<file path="config.mk">
export PLATFORM = sky130hd
export DESIGN_NAME = if_id_skid_reg
export DESIGN_NICKNAME = d
export VERILOG_FILES = /design/src/rtl/pipe_pkg.sv /design/src/rtl/pipe_entry_reg.sv /design/src/rtl/if_id_skid_reg.sv
export SDC_FILE = /design/constraint.sdc
export NUM_CORES = 1
export LEC_CHECK = 0
export ABC_AREA = 1
export CORE_UTILIZATION = 56
export DETAILED_ROUTE_END_ITERATION = 16
export GPL_ROUTABILITY_DRIVEN = 0
export PLACE_DENSITY = 0.87
export SLEW_MARGIN = 10
export SYNTH_ARGS = -nofsm -noshare
export SYNTH_HDL_FRONTEND = slang
export SYNTH_SLANG_ARGS = --single-unit
</file>
<file path="constraint.sdc">
create_clock -name clk -period 2.5 [get_ports clk]
set_input_delay 0.5 -clock clk [delete_from_list [all_inputs] [get_ports clk]]
set_output_delay 0.5 -clock clk [all_outputs]
set_load 0.01 [all_outputs]
</file>
<file path="src/rtl/pipe_pkg.sv">
// pipe_pkg: shared defaults and bundle-width helper for the fetch/decode pipeline register
package pipe_pkg;
  localparam int DEF_PC_W = 32;
  localparam int DEF_INSTR_W = 32;
  localparam int DEF_LANES = 2;
  localparam logic [31:0] NOP_WORD = 32'h0000_0013;
  localparam int BUNDLE_W = DEF_PC_W + DEF_LANES * DEF_INSTR_W + DEF_LANES;
  function automatic int bundle_w(input int pc_w, input int instr_w, input int lanes);
    return pc_w + lanes * instr_w + lanes;
  endfunction
endpackage

</file>
<file path="src/rtl/pipe_entry_reg.sv">
// pipe_entry_reg: one bundle register with valid bit; clear restores the reset payload
module pipe_entry_reg #(
  parameter int W = 8,
  parameter logic [W-1:0] RST = '0
) (
  input  logic         clk,
  input  logic         rst_n,
  input  logic         load,
  input  logic         clr,
  input  logic [W-1:0] d,
  output logic         vld,
  output logic [W-1:0] q
);
  logic         vld_d, vld_q;
  logic [W-1:0] q_d, q_q;
  always_comb begin
    vld_d = clr ? 1'b0 : load ? 1'b1 : vld_q;
    q_d   = clr ? RST : load ? d : q_q;
  end
  always_ff @(posedge clk or negedge rst_n) begin
    if (!rst_n) begin
      vld_q <= 1'b0;
      q_q   <= RST;
    end else begin
      vld_q <= vld_d;
      q_q   <= q_d;
    end
  end
  assign vld = vld_q;
  assign q   = q_q;
endmodule

</file>
<file path="src/rtl/if_id_skid_reg.sv">
// if_id_skid_reg: fetch/decode bundle register with 2-entry skid buffer and stall/flush control
// Optional performance counters are built when IF_ID_SKID_PERF_EN is defined.
module if_id_skid_reg
  import pipe_pkg::*;
#(
  parameter int PC_W = DEF_PC_W,
  parameter int INSTR_W = DEF_INSTR_W,
  parameter int LANES = DEF_LANES,
  parameter logic [INSTR_W-1:0] NOP_INSTR = INSTR_W'(NOP_WORD)
) (
  input  logic                     clk,
  input  logic                     rst_n,
  input  logic                     stall_i,
  input  logic                     flush_i,
  input  logic                     in_valid,
  output logic                     in_ready,
  input  logic [PC_W-1:0]          in_pc,
  input  logic [LANES*INSTR_W-1:0] in_instr,
  input  logic [LANES-1:0]         in_mask,
  output logic                     out_valid,
  input  logic                     out_ready,
  output logic [PC_W-1:0]          out_pc,
  output logic [LANES*INSTR_W-1:0] out_instr,
  output logic [LANES-1:0]         out_mask
`ifdef IF_ID_SKID_PERF_EN
  ,
  output logic [31:0]              perf_stall_cnt,
  output logic [31:0]              perf_bubble_cnt,
  output logic [31:0]              perf_flush_cnt
`endif
);
  localparam int BW = bundle_w(PC_W, INSTR_W, LANES);
  localparam logic [BW-1:0] RST_B = {{PC_W{1'b0}}, {LANES{NOP_INSTR}}, {LANES{1'b0}}};
  logic          main_vld, skid_vld, acc, drn;
  logic          main_load, main_clr, skid_load, skid_clr;
  logic          in_ready_d, in_ready_q;
  logic [BW-1:0] in_b, main_b, skid_b, main_d;
  assign in_b = {in_pc, in_instr, in_mask};
  // FULL never accepts because in_ready is low, so skid only fills from ONE.
  always_comb begin
    acc        = in_valid & in_ready_q & !stall_i & !flush_i;
    drn        = main_vld & out_ready & !stall_i & !flush_i;
    main_load  = (drn & skid_vld) | (acc & (!main_vld | drn));
    main_clr   = flush_i | (drn & !skid_vld & !acc);
    main_d     = skid_vld ? skid_b : in_b;
    skid_load  = acc & main_vld & !drn;
    skid_clr   = flush_i | (drn & skid_vld);
    in_ready_d = !skid_load & (!skid_vld | skid_clr);
  end
  pipe_entry_reg #(.W(BW), .RST(RST_B)) u_main (
    .clk(clk), .rst_n(rst_n), .load(main_load), .clr(main_clr),
    .d(main_d), .vld(main_vld), .q(main_b)
  );
  pipe_entry_reg #(.W(BW), .RST(RST_B)) u_skid (
    .clk(clk), .rst_n(rst_n), .load(skid_load), .clr(skid_clr),
    .d(in_b), .vld(skid_vld), .q(skid_b)
  );
  always_ff @(posedge clk or negedge rst_n) begin
    if (!rst_n) in_ready_q <= 1'b1;
    else        in_ready_q <= in_ready_d;
  end
  assign in_ready  = in_ready_q;
  assign out_valid = main_vld;
  assign out_pc    = main_b[BW-1 -: PC_W];
  assign out_instr = main_b[LANES +: LANES*INSTR_W];
  assign out_mask  = main_b[LANES-1:0] & {LANES{main_vld}};
`ifdef IF_ID_SKID_PERF_EN
  logic [31:0] stall_cnt_d, stall_cnt_q, bubble_cnt_d, bubble_cnt_q, flush_cnt_d, flush_cnt_q;
  always_comb begin
    stall_cnt_d  = stall_cnt_q + 32'(stall_i);
    bubble_cnt_d = bubble_cnt_q + 32'(!main_vld & !stall_i);
    flush_cnt_d  = flush_cnt_q + 32'(flush_i);
  end
  always_ff @(posedge clk or negedge rst_n) begin
    if (!rst_n) begin
      stall_cnt_q  <= '0;
      bubble_cnt_q <= '0;
      flush_cnt_q  <= '0;
    end else begin
      stall_cnt_q  <= stall_cnt_d;
      bubble_cnt_q <= bubble_cnt_d;
      flush_cnt_q  <= flush_cnt_d;
    end
  end
  assign perf_stall_cnt  = stall_cnt_q;
  assign perf_bubble_cnt = bubble_cnt_q;
  assign perf_flush_cnt  = flush_cnt_q;
`endif
endmodule

</file>
==> results summary <==
The path category of the worst min-delay check is input port to async pin. The clock drives 199 sinks. The average size of a mapped cell is 8.03 um2. In the final layout, the multi-input gates occupy 0.00354 mm2. Adding up every negative setup slack in the final design gives 0 ns. The routed length per placed instance came out at 15.7 um. The post-route cell area is 0.0120 mm2. The placeable core region is 0.0173 mm2. Wires add up to 24000 um.

The vias after detailed routing came out at 8472. The number of global-route vias before repair came out at 7993. TritonCTS built the clock tree.

The area growth from synthesis to layout came out at 21.1%. The required time reported for the critical path endpoint came out at 2.00 ns. For the pin with the worst max-slew slack, the measured transition is 0.804 ns. Registers take 0.00500 mm2. The number of rows created at floorplan is 48.

Buffers inserted during clock tree synthesis total 17. The worst setup path is captured at a primary output. Based on the critical path, the design can be clocked at up to 0.441 GHz.

Pin placement for this block handled 204 I/O pins. The detailed placement HPWL came out at 15300 um. Global routing used 44.3% of the available met2 tracks.

The relative max-transition margin is 46.4%. The count of final max-slew check failures came out at 0. The final number of hold-violating endpoints is 0. VDD sags by at most 0.498 mV. The total DRC errors in the routed layout is 0. The clock-pin slew on the worst setup and hold paths came out at 0.07 ns. The number of cell instances on the worst register-to-register path came out at 5. On the critical path, the stage with the largest delay is an instance of sky130_fd_sc_hd__dfrtp_1.

The Yosys step of the flow raised 0 warnings. The worst slack after detailed placement came out at 0.118 ns. The average via count per standard cell is 5.54.

In this run the power density over the cells is 590 mW/mm2. The depth of the CTS H-tree is 4. The register bit count reported by yosys came out at 199.

The final critical-path share of the clock period is 90.6%. The count of buffering cells on the critical path with inverters included is 2. Hold is met by 0.0352 ns. The arrival time reported for the critical path endpoint came out at 1.77 ns. The largest driver fanout on the critical path came out at 7. For met1 alone, demand over resource in global routing was 35.4%. At the end of the flow, the number of nets in the layout was 1394. Leaving out fill and tap cells, the most frequent cells in the layout are sky130_fd_sc_hd__nand2_1 (341), sky130_fd_sc_hd__nand3_1 (283), sky130_fd_sc_hd__clkdlybuf4s50_1 (202), sky130_fd_sc_hd__dfrtp_1 (185), sky130_fd_sc_hd__o21ai_0 (85). The count of max-cap constraint violations came out at 0.

The critical path runs through a total of 3 cells. The share of post-route cells with drive strength above 1 came out at 6.14%. Counting the fill cells in the layout gives 1366. The flow ran to the end, and the final reports show no timing, DRC or antenna violations. The analysis attributes to cell leakage a power of 5.94 nW.

The global-route track usage on met3 came out at 5.26%. At the end of the flow the core is filled with cells to 69.4%. The tree is rooted in a sky130_fd_sc_hd__clkbuf_16. Grouping stages by cell kind, the critical path spends the most delay in buffers and inverters. The critical path's largest stage delay is 0.59 ns. The setup slack after layout is 0.235 ns.

The global routing stage identified its most utilized layer as met2. The die covers 0.0182 mm2. Global routing finished with a remaining overflow of 0.

The area of the mapped netlist is 0.00991 mm2. The initial antenna violation count was 1. The placed instances occupy a cell area of 0.0114 mm2.

The height of the chip came out at 135 um. Global routing consumed, over all layers together, 27.5% of the routing resources. In this run the post-CTS setup repair buffer count came out at 0. The setup slack on the worst flop-to-flop path came out at 0.45 ns. Setup repair after global routing left no endpoint under its margin. The iteration count of the initial detailed-routing pass came out at 6.

In this run, distinct cell masters in the synthesized netlist total 21. The number of DRC markers after the initial detailed-route iteration came out at 788. Counting along the longest clock path gives a buffer depth of 2. The post-cts gate resize count is 0. Traced cell by cell, the critical path runs through nand2_1, inv_1, clkdlybuf4s50_1. The remaining number of nets flagged by the antenna check after routing is 0. The number of buffer cells added on primary ports came out at 203. The width of the chip is 135 um. The library cell used most frequently in the layout, excluding fill and tap cells, is sky130_fd_sc_hd__nand2_1. After layout, the minimum clock period comes to 2.27 ns. The maximum clock skew at final layout came out at 0.00677 ns. By startpoint and endpoint, the worst setup path is classified as register to primary output.

The initial cell density of the core came out at 57.3%. The cell count after synthesis is 1234. The maximum number of pins on one net before global-route repair is 107. The count of final setup violators is 0.

The cts-stage hold buffer count came out at 0. The global-route wire length before repair came out at 39600 um. STA classifies the critical path startpoint as a register.

The synthesized net count is 1338. The post-synthesis sequential area ratio came out at 50.4%. For the worst-skew pair, the clock arrives at the later sink with an insertion delay of 0.43 ns.
[registers in the layout (all words and copies together), names as in the netlist]
signal and count:
u_main.q 98, u_skid.q 98, in_ready 1, u_main.vld 1, u_skid.vld 1
[cell usage after synthesis]
master / count / share of area [%]
sky130_fd_sc_hd__buf_6: 1 / 0.11
sky130_fd_sc_hd__inv_1: 65 / 2.5
sky130_fd_sc_hd__mux2i_1: 6 / 0.61
sky130_fd_sc_hd__a21oi_2: 1 / 0.088
sky130_fd_sc_hd__o21ai_0: 85 / 4.3
sky130_fd_sc_hd__dfrtp_1: 186 / 47
sky130_fd_sc_hd__nor2_1: 19 / 0.72
sky130_fd_sc_hd__buf_2: 45 / 2.3
sky130_fd_sc_hd__nand2_2: 4 / 0.25
sky130_fd_sc_hd__o21ai_1: 35 / 1.8
sky130_fd_sc_hd__a21oi_1: 2 / 0.10
sky130_fd_sc_hd__nand3_1: 283 / 14
sky130_fd_sc_hd__clkbuf_1: 32 / 1.2
sky130_fd_sc_hd__buf_1: 4 / 0.15
sky130_fd_sc_hd__nor2_2: 1 / 0.063
sky130_fd_sc_hd__dfstp_2: 13 / 3.4
sky130_fd_sc_hd__inv_2: 2 / 0.076
sky130_fd_sc_hd__buf_4: 106 / 8.0
sky130_fd_sc_hd__nand4_2: 1 / 0.13
sky130_fd_sc_hd__nand2_1: 342 / 13
sky130_fd_sc_hd__clkinv_1: 1 / 0.038
[path summary, 6_finish.rpt]
check,startpoint,to
worst max-delay path,u_main.vld,out_mask[0]
worst min-delay path,rst_n,u_main.q[72]
worst max register to register,u_skid.vld,in_ready
worst min register to register,u_main.q[35],u_main.q[35]
max in group asynchronous,rst_n,u_main.q[38]
min in group clk,u_main.q[35],u_main.q[35]
[cells by family (layout without fill, tap and decap cells)]
kind of cell           Yosys count  after routing  share of synthesized area [%]
AO/OA/AOI/OAI                  123            123                           6.25
buffers and inverters          256            325                           14.4
flip-flops                     199            199                           50.4
multiplexers                     6              6                          0.606
other                            0              1                              0
AND/OR/NAND/NOR                650            650                           28.4
[metrics by stage]
stage	total power, mW	instances
final	7.09	1529
after global routing	7.37	1529
after CTS	7.13	1528
after detailed placement	4.37	1496
after global placement	4.35	1496
after floorplan	3.94	1234
[report_power, final]
part	switching, mW	leakage (nW)	internal [mW]
Clock	1.28	0.278	1.50
Sequential	0.0724	2.70	3.34
Combinational	0.472	2.96	0.427
Total	1.83	5.94	5.26
[area by class of cell]
type                            instances  area share (%)
Tap cell                              225            2.34
Inverter                               68            2.13
Sequential cell                       199            41.6
Clock buffer                           17            3.54
Clock inverter                         15            1.38
Antenna cell                            1          0.0208
Timing Repair Buffer                  225            19.5
Multi-Input combinational cell        779            29.5
[per-layer routing]
metal	vias to the layer above	routed length, um
met5	-	0
met4	0	918
met3	63	1640
met2	377	11800
met1	4010	9670
li1	4022	-
[worst reg2reg max path: stages, from the launching register on]
cell	delay [ns]
sky130_fd_sc_hd__dfrtp_4	0.46
sky130_fd_sc_hd__buf_4	0.62
sky130_fd_sc_hd__clkinv_1	0.21
sky130_fd_sc_hd__buf_4	0.28
sky130_fd_sc_hd__o21ai_0	0.33
sky130_fd_sc_hd__inv_1	0.08
Power figures use the tool's default switching activity.
